### config.mk
export PLATFORM = sky130hd
export DESIGN_NAME = sr_latch_ctrl
export DESIGN_NICKNAME = d
export VERILOG_FILES = /design/src/rtl/sr_latch_ctrl.sv
export SDC_FILE = /design/constraint.sdc
export NUM_CORES = 1
export LEC_CHECK = 0
export ABC_CLOCK_PERIOD_IN_PS = 2200
export CORE_MARGIN = 4
export CORE_UTILIZATION = 44
export CTS_BUF_LIST = sky130_fd_sc_hd__clkbuf_8
export DETAILED_ROUTE_END_ITERATION = 10
export PLACE_DENSITY = 0.81
export SLEW_MARGIN = 40
export SYNTH_ARGS = -nofsm -noshare
export SYNTH_HDL_FRONTEND = slang
export SYNTH_SLANG_ARGS = --single-unit
### constraint.sdc
create_clock -name clk -period 2.2 [get_ports clk]
set_input_delay 0.22 -clock clk [delete_from_list [all_inputs] [get_ports clk]]
set_output_delay 0.22 -clock clk [all_outputs]
set_load 0.02 [all_outputs]
### src/rtl/sr_latch_ctrl.sv
`default_nettype none
// ============================================================================
// Module      : sr_latch_ctrl
// Description : Round-robin sequencer that performs set/clear operations on a
//               bank of enable-gated SR latches on behalf of NREQ requesters.
//               Each transaction runs SETUP (s/r driven), PULSE (enable high
//               for PULSE cycles), HOLD (enable low, s/r held) and then an
//               optional CHECK (readback) before a one-cycle DONE with ack.
//               Because lat_en is only high while s/r are stable, s and r are
//               never both asserted.
//
// Ports       : clk     - clock, rising edge
//               rst_n   - asynchronous active-low reset
//               req     - per-requester request level, held until ack
//               op      - per-requester operation (1 = set, 0 = clear)
//               idx     - packed flag indices, requester i at [i*IDXW +: IDXW]
//               ack     - one-hot, one-cycle completion pulse
//               err     - valid with ack: out-of-range index or readback error
//               busy    - high whenever the FSM is not idle
//               lat_s   - set lines to the latch bank
//               lat_r   - reset lines to the latch bank
//               lat_en  - enable lines to the latch bank
//               lat_q   - latch outputs, read back
//
// Options     : SR_LATCH_CTRL_READBACK_EN - when defined, a CHECK state
//               samples lat_q[idx] and err also flags a readback mismatch.
//               When undefined, HOLD goes straight to DONE and lat_q is unused.
//
// Revision    : 1.0 - initial release
// ============================================================================
module sr_latch_ctrl #(
    parameter int NREQ  = 4,
    parameter int NFLAG = 8,
    parameter int IDXW  = 3,
    parameter int PULSE = 2
) (
    input  logic                   clk,
    input  logic                   rst_n,
    input  logic [NREQ-1:0]        req,
    input  logic [NREQ-1:0]        op,
    input  logic [NREQ*IDXW-1:0]   idx,
    output logic [NREQ-1:0]        ack,
    output logic                   err,
    output logic                   busy,
    output logic [NFLAG-1:0]       lat_s,
    output logic [NFLAG-1:0]       lat_r,
    output logic [NFLAG-1:0]       lat_en,
    input  logic [NFLAG-1:0]       lat_q
);

    localparam int RRW = (NREQ > 1) ? $clog2(NREQ) : 1;

    localparam logic [3:0]       c_pulse_load = 4'(PULSE - 1);
    localparam logic [NFLAG-1:0] c_one_flag   = {{(NFLAG-1){1'b0}}, 1'b1};
    localparam logic [NREQ-1:0]  c_one_req    = {{(NREQ-1){1'b0}}, 1'b1};

    typedef enum logic [2:0] {
        S_IDLE  = 3'd0,
        S_SETUP = 3'd1,
        S_PULSE = 3'd2,
        S_HOLD  = 3'd3,
        S_CHECK = 3'd4,
        S_DONE  = 3'd5
    } state_t;

    state_t            r_state;
    state_t            w_state_nxt;
    logic [3:0]        r_cnt;
    logic [3:0]        w_cnt_nxt;
    logic [RRW-1:0]    r_rr;
    logic [RRW-1:0]    r_id;
    logic              r_op;
    logic [IDXW-1:0]   r_idx;
    logic [NREQ-1:0]   r_ack;
    logic              r_err;
    logic              r_busy;
    logic [NFLAG-1:0]  r_lat_s;
    logic [NFLAG-1:0]  r_lat_r;
    logic [NFLAG-1:0]  r_lat_en;

    // Arbitration results
    logic              w_found;
    logic [RRW-1:0]    w_sel_id;
    logic [IDXW-1:0]   w_sel_idx;
    logic              w_sel_op;
    logic              w_sel_oor;
    logic              w_grant;

    // Target of the registered outputs for the next cycle
    logic [RRW-1:0]    w_tgt_id;
    logic [IDXW-1:0]   w_tgt_idx;
    logic              w_tgt_op;
    logic [NFLAG-1:0]  w_hot;
    logic              w_sr_phase;
    logic              w_chk_err;
    logic [NFLAG-1:0]  w_s_nxt;
    logic [NFLAG-1:0]  w_r_nxt;
    logic [NFLAG-1:0]  w_en_nxt;
    logic [NREQ-1:0]   w_ack_nxt;
    logic              w_err_nxt;

    // ------------------------------------------------------------------
    // Round-robin pick: first requester at or after r_rr, wrapping.
    // ------------------------------------------------------------------
    always_comb begin
        w_found  = 1'b0;
        w_sel_id = r_rr;
        for (int k = 0; k < NREQ; k++) begin
            if (!w_found && req[(int'(r_rr) + k) % NREQ]) begin
                w_found  = 1'b1;
                w_sel_id = RRW'((int'(r_rr) + k) % NREQ);
            end
        end
    end

    assign w_sel_idx = idx[int'(w_sel_id)*IDXW +: IDXW];
    assign w_sel_op  = op[w_sel_id];
    assign w_sel_oor = (32'(w_sel_idx) >= 32'(NFLAG));

`ifdef SR_LATCH_CTRL_READBACK_EN
    // In CHECK, r_idx still addresses the flag that was written.
    logic [NFLAG-1:0] w_hot_r;
    assign w_hot_r   = c_one_flag << r_idx;
    assign w_chk_err = ((|(lat_q & w_hot_r)) != r_op);
`else
    logic w_unused_lat_q;
    assign w_unused_lat_q = ^lat_q;
    assign w_chk_err      = 1'b0;
`endif

    // ------------------------------------------------------------------
    // Next-state logic
    // ------------------------------------------------------------------
    always_comb begin
        w_state_nxt = r_state;
        w_cnt_nxt   = r_cnt;
        w_grant     = 1'b0;
        case (r_state)
            S_IDLE: begin
                if (w_found) begin
                    w_grant     = 1'b1;
                    // An unreachable flag never touches the bank.
                    w_state_nxt = w_sel_oor ? S_DONE : S_SETUP;
                end
            end
            S_SETUP: begin
                w_state_nxt = S_PULSE;
                w_cnt_nxt   = c_pulse_load;
            end
            S_PULSE: begin
                if (r_cnt == 4'd0) begin
                    w_state_nxt = S_HOLD;
                end else begin
                    w_cnt_nxt = r_cnt - 4'd1;
                end
            end
            S_HOLD: begin
`ifdef SR_LATCH_CTRL_READBACK_EN
                w_state_nxt = S_CHECK;
`else
                w_state_nxt = S_DONE;
`endif
            end
            S_CHECK: w_state_nxt = S_DONE;
            S_DONE:  w_state_nxt = S_IDLE;
            default: w_state_nxt = S_IDLE;
        endcase
    end

    // ------------------------------------------------------------------
    // Output decode from the next state, so every latch-bank line comes
    // straight from a flop and cannot glitch.
    // ------------------------------------------------------------------
    always_comb begin
        w_tgt_id   = w_grant ? w_sel_id  : r_id;
        w_tgt_idx  = w_grant ? w_sel_idx : r_idx;
        w_tgt_op   = w_grant ? w_sel_op  : r_op;
        w_hot      = c_one_flag << w_tgt_idx;
        w_sr_phase = (w_state_nxt == S_SETUP) || (w_state_nxt == S_PULSE) ||
                     (w_state_nxt == S_HOLD);
        w_s_nxt    = (w_sr_phase &&  w_tgt_op) ? w_hot : '0;
        w_r_nxt    = (w_sr_phase && !w_tgt_op) ? w_hot : '0;
        w_en_nxt   = (w_state_nxt == S_PULSE) ? w_hot : '0;
        w_ack_nxt  = (w_state_nxt == S_DONE) ? (c_one_req << w_tgt_id) : '0;
        // A grant that lands directly in DONE is always an out-of-range index.
        w_err_nxt  = (w_state_nxt == S_DONE) ? (w_grant ? 1'b1 : w_chk_err) : 1'b0;
    end

    always_ff @(posedge clk or negedge rst_n) begin
        if (!rst_n) begin
            r_state  <= S_IDLE;
            r_cnt    <= 4'd0;
            r_rr     <= '0;
            r_id     <= '0;
            r_op     <= 1'b0;
            r_idx    <= '0;
            r_ack    <= '0;
            r_err    <= 1'b0;
            r_busy   <= 1'b0;
            r_lat_s  <= '0;
            r_lat_r  <= '0;
            r_lat_en <= '0;
        end else begin
            r_state  <= w_state_nxt;
            r_cnt    <= w_cnt_nxt;
            if (w_grant) begin
                r_id  <= w_sel_id;
                r_op  <= w_sel_op;
                r_idx <= w_sel_idx;
            end
            // Pointer moves past the requester just served.
            if (r_state == S_DONE) begin
                r_rr <= (r_id == RRW'(NREQ - 1)) ? '0 : r_id + 1'b1;
            end
            r_ack    <= w_ack_nxt;
            r_err    <= w_err_nxt;
            r_busy   <= (w_state_nxt != S_IDLE);
            r_lat_s  <= w_s_nxt;
            r_lat_r  <= w_r_nxt;
            r_lat_en <= w_en_nxt;
        end
    end

    assign ack    = r_ack;
    assign err    = r_err;
    assign busy   = r_busy;
    assign lat_s  = r_lat_s;
    assign lat_r  = r_lat_r;
    assign lat_en = r_lat_en;

endmodule
`default_nettype wire

==> results of run 1 <==
worst paths after layout:
path                         start         to  cells after the start
setup / recovery            req[2]  lat_en[5]                      8
hold / removal               rst_n  lat_en[6]                      2
setup reg to reg           r_rr[1]  lat_en[5]                      7
hold reg to reg            r_id[0]    r_rr[0]                      1
max in group asynchronous    rst_n     ack[2]                      3
min in group clk           r_id[0]    r_rr[0]                      1
worst max-delay path, delay by kind of cell:
| kind | cells | cell delay, ns |
|---|---|---|
| AOI/OAI and AO/OA | 2 | 0.70 |
| muxes | 2 | 0.59 |
| buffers and inverters | 1 | 0.41 |
| and+or+nand+nor | 3 | 0.37 |
final cells by class:
class / count / area (µm²) / area share
sequential: 45 / 1130 / 0.388
timing repair buffer: 77 / 711 / 0.245
clock inverter: 2 / 13.8 / 0.00474
inverter: 7 / 26.3 / 0.00906
multi-input combinational: 135 / 877 / 0.302
clock buffer: 6 / 82.6 / 0.0285
tap: 52 / 65.1 / 0.0224
logic make-up after synthesis:
kind of cell / count (synthesis)
fa+ha+maj: 2
flops: 45
mux: 12
simple gates: 86
xor+xnor: 1
buf+inv: 11
compound gates: 33
other cells: 1
repair_timing:
action	in CTS	in global routing
setup buffers	2	2
gates cloned	0	0
hold buffers	1	0
hold endpoints to repair	14	0
setup endpoints to repair	19	19
pin swaps	3	8
gates resized for setup	2	11
synthesized netlist by cell type (3+ instances only):
library cell and count:
mux2_2 3, inv_1 7, nor2_1 31, nor3b_1 4
a21oi_1 6, nor3_1 4, o21ai_0 11, mux2i_1 7
nand3_1 3, nand2b_1 6, nand2_1 19, clkbuf_1 4
dfrtp_1 45, nor2b_1 10
stage by stage:
stage	setup TNS, ns	setup slack [ns]
after floorplan	0	0.0364
after global placement	-6.43	-0.330
after detailed placement	-7.79	-0.397
after CTS	0	0.00575
after global routing	-0.107	-0.0238
final	0	0.0732
metal layers:
metal  global-route usage  share of wire
met1                0.248           0.44
met2                0.291           0.48
met3               0.0396          0.059
met4               0.0680          0.027
met5                    0              0
state kept, by name (all words and copies together), names as in the netlist:
signal and flops:
r_state 3, lat_en 8, ack 4, lat_r 8, err 1, r_cnt 4
r_rr 2, r_id 2, r_op 1, lat_s 8, busy 1, r_idx 3
power groups by stage:
stage               clock, mW  combinational (mW)  sequential [mW]
finish                  0.532                2.15             1.24
global route            0.585                2.34             1.28
CTS                     0.543                2.08             1.24
detailed placement          0                2.03             1.25
global placement            0                1.99             1.25
floorplan                   0                1.03             1.43
==> out/metrics.csv, run 1 <==
metric;value;unit
top cell type by total area after synthesis;dfrtp_1;
Max rail drop VDD;721;µV
Syn Inst Count;191;
P_leak;1.33;nW
Die Y;75.6;µm
Clk pin slew, worst setup/hold paths;0.08;ns
Yosys reg bits;45;
post-layout instance area;2900;µm²
switching portion of total power;0.407;
worst hold path class;primary input to asynchronous set/reset pin;
Net Switching;1.60;mW
Root Buffer Master;clkbuf_8;
crit-path max FO;6;
wire per inst;15.4;µm
total CTS buffers;5;
H-tree depth;2;
num ports;60;
Post-synth EDFFs;0;
DP HPWL;3660;µm
Starting Density;0.459;
Clk pwr share;0.135;
vias;1709;
Final #Nets;303;
top post-synthesis cells by area;dfrtp_1 56%, nor2_1 5.8%, nand2_1 3.5%;
DR iter-0 viols;93;
CTS sink cnt;45;
CP arrival;2.30;ns
Hold WS;0.359;ns
DRC viols;0;
slew at the pin closest to its max-slew limit;0.541;ns
FP Rows;24;
complex-gate fraction of the synthesized area;0.119;
max frequency;0.470;GHz
post-synthesis mux area share;0.0666;
r2r setup slk;0.08;ns
most frequent cells in the layout;47 x clkdlybuf4s50_1, 45 x dfrtp_1, 30 x nor2_1, 24 x buf_4, 19 x nand2_1;
placed inst area;2720;µm²
RSZ-0062 raised after global routing;true;
share of cells above drive strength 1;0.191;
Avg Vias per Cell;5.27;
Max Slew Vio Count;0;
Routed WL;4990;µm
clock skew;0.00347;ns
Syn Area/Cell;10.5;µm²
top-area cell type share of the netlist area;0.560;
crit path cell chain;clkdlybuf4s50_1, nor2b_2, a2111oi_4, nor2_4, mux2_4, mux2_4, a31oi_2, nor2_1;
I/O Buffers;51;
CTS tree;yes;
largest family of logic cells by synthesized area;simple AND/OR/NAND/NOR gates;
total global-route track usage;0.183;
max-cap violations;0;
power after layout;3.92;mW
Fin. Hold Viols;0;
pin count of the biggest net entering global routing;18;
CP Data Required Time;2.37;ns
period utilization;0.967;
Flop pwr share;0.317;
Placed Cells incl. Taps;311;
Power Internal;2.33;mW
first-pass GRT wire length;7870;µm
XOR/XNOR share of the synthesized area;0.00436;
crit-path max cell delay;0.41;ns
top_reg_cell synth;dfrtp_1;
CP most frequent cell;mux2_4;
post-synthesis simple-gate area fraction;0.215;
Filler Cells Inserted;342;
Logic pwr share;0.548;
fin crit period;2.13;ns
Util after Layout;0.662;
TritonRoute pass-1 iters;5;
critical path's slowest cell;clkdlybuf4s50_1;
CTS Buffer Depth;2;
total power per unit cell area;1350;nW/µm²
Seq/Total Area, Yosys;0.560;
number of global-route vias before repair;1711;
Critical Path End Type;flop;
Unique masters post-synth;39;
CP Class;primary input to flop;
antenna-violating nets left;0;
initial antenna violation count;0;
Antenna Cells;0;
ys async rst share;1.00;
synthesized cell area;2010;µm²
chip width;75.6;µm
Syn. warnings;0;
final cell count without fillers;324;
synthesized net count;223;
adder-cell share of the synthesized area;0.0124;
P&R area growth vs syn;44.3;%
worst skew pair latency;0.29;ns
Core Box Area;4380;µm²
status;completed;
# setup viols final;0;
gpl congestion;0.798;
Rel. slew slack;0.636;
grt total ovfl;0;
die area;5720;µm²
CP startpoint kind;primary input;
commonest non-fill, non-tap cell in the layout;clkdlybuf4s50_1;
No activity file was read; power rests on OpenSTA's default activity.
==> run 2: changes to the inputs <==
Settings changed: CAP_MARGIN set to 20, MAX_ROUTING_LAYER set to met4.
==> run 2 against run 1 <==
Against the previous run:
- setup slack worse by 0.0022 ns
- final area is the same
- clock-buffer cell count is the same
- largest cell class unchanged
==> out/metrics.csv, run 2 (synthesis gave the netlist of run 1 again) <==
metric;value;unit;change
status;completed;;
grt total ovfl;0;;unchanged
CTS sink cnt;45;;unchanged
worst skew pair latency;0.29;ns;about the same
reg2reg start;r_rr[1];;
I/O Buffers;51;;unchanged
total CTS buffers;5;;unchanged
CTS tree;yes;;
period utilization;0.968;;+0.00101
H-tree depth;2;;unchanged
DR iter-0 viols;86;;-7.5%
max-cap violations;0;;unchanged
share of cells above drive strength 1;0.191;;unchanged
fin crit period;2.13;ns;+0.00223 ns
total global-route track usage;0.189;;+0.00567
switching portion of total power;0.408;;+0.000518
antenna-violating nets left;0;;unchanged
Root Buffer Master;clkbuf_8;;
slew at the pin closest to its max-slew limit;0.521;ns;-0.0201 ns
Starting Density;0.459;;unchanged
Placed Cells incl. Taps;311;;unchanged
Power Internal;2.33;mW;about the same
CP arrival;2.30;ns;about the same
initial antenna violation count;0;;unchanged
TritonRoute pass-1 iters;4;;-1
final cell count without fillers;324;;unchanged
Avg Vias per Cell;5.27;;unchanged
DP HPWL;3660;µm;unchanged
power after layout;3.93;mW;about the same
CP startpoint kind;primary input;;
Logic pwr share;0.549;;about the same
vias;1709;;unchanged
Die Y;75.6;µm;unchanged
Clk pwr share;0.135;;about the same
Net Switching;1.60;mW;+0.23%
FP Rows;24;;unchanged
most frequent cells in the layout;47 x clkdlybuf4s50_1, 45 x dfrtp_1, 30 x nor2_1, 24 x buf_4, 19 x nand2_1;;
RSZ-0062 raised after global routing;true;;
gpl congestion;0.810;;+1.4%
Critical Path End Type;flop;;
Antenna Cells;0;;unchanged
worst hold path class;primary input to asynchronous set/reset pin;;
clock skew;0.00436;ns;+0.000890 ns
DRC viols;0;;unchanged
Max Slew Vio Count;0;;unchanged
Hold WS;0.361;ns;+0.00220 ns
max frequency;0.470;GHz;-0.10%
critical path startpoint;req[2];;
pin count of the biggest net entering global routing;18;;unchanged
number of global-route vias before repair;1707;;-0.23%
Final #Nets;303;;unchanged
Routed WL;4990;µm;about the same
P_leak;1.33;nW;unchanged
Flop pwr share;0.316;;about the same
Max rail drop VDD;720;µV;-0.16%
CP Data Required Time;2.37;ns;about the same
CP Class;primary input to flop;;
wire per inst;15.4;µm;about the same
crit-path max FO;6;;unchanged
num ports;60;;unchanged
die area;5720;µm²;unchanged
P&R area growth vs syn;44.3;%;unchanged
Core Box Area;4380;µm²;unchanged
total power per unit cell area;1350;nW/µm²;about the same
# setup viols final;0;;unchanged
commonest non-fill, non-tap cell in the layout;clkdlybuf4s50_1;;
Filler Cells Inserted;342;;unchanged
chip width;75.6;µm;unchanged
Clk pin slew, worst setup/hold paths;0.08;ns;about the same
first-pass GRT wire length;7870;µm;about the same
Fin. Hold Viols;0;;unchanged
CTS Buffer Depth;2;;unchanged
Rel. slew slack;0.650;;+0.0135
-- run 2: cell counts in the layout (fill, tap and decap cells not counted) --
Identical to the previous run, type by type.
-- run 2: cell type report --
cell class	count	area [µm²]	share of cell area
sequential	45	1130	0.388
multi-input combinational	135	877	0.302
timing repair buffer	77	711	0.245
clock buffer	6	82.6	0.0285
tap	52	65.1	0.0224
inverter	7	26.3	0.00906
clock inverter	2	13.8	0.00474
-- run 2: final timing paths --
check	end	slack, ns	cells after the start
worst max-delay path	lat_en[5]	0.07	8
worst min-delay path	lat_en[6]	0.36	2
worst max register to register	lat_en[5]	0.08	7
worst min register to register	r_rr[0]	0.52	1
max in group asynchronous	ack[2]	1.31	3
min in group clk	r_rr[0]	0.52	1
-- run 2: layer usage --
metal	track usage	up-vias	wire, µm
met4	0.0680	0	135
met2	0.290	45	2380
met5	-	-	0
li1	-	817	-
met1	0.252	836	2250
met3	0.0356	11	233
-- run 2: what timing repair did --
item | CTS | global route
endpoints found under the setup margin | 19 | 19
pin swaps | 3 | 8
setup buffers | 2 | 2
gates resized for setup | 2 | 11
hold buffers | 1 | 0
endpoints found under the hold margin | 14 | 0
-- run 2: stage by stage --
| stage | setup slack [ns] | cell area [µm²] | util | setup TNS [ns] |
|---|---|---|---|---|
| 6_report | 0.0709 | 2900 | 0.662 | 0 |
| 5_1_grt | -0.0238 | 2900 | 0.662 | -0.107 |
| 4_1_cts | 0.00575 | 2850 | 0.650 | 0 |
| 3_5_place_dp | -0.397 | 2720 | 0.621 | -7.79 |
| 3_3_place_gp | -0.330 | 2720 | 0.621 | -6.43 |
| 2_1_floorplan | 0.0364 | 2010 | - | 0 |
-- run 2: power by group through the flow --
stage	clock network [mW]	registers (mW)	logic, mW
CTS	0.543	1.24	2.08
global route	0.585	1.28	2.34
detailed placement	0	1.25	2.03
floorplan	0	1.43	1.03
global placement	0	1.25	1.99
finish	0.532	1.24	2.16
-- run 2: worst max-delay path, stage by stage --
cell and delay [ns]:
clkdlybuf4s50_1 0.41, nor2b_2 0.18, a2111oi_4 0.35, nor2_4 0.09, mux2_4 0.31, mux2_4 0.29
a31oi_2 0.35, nor2_1 0.10
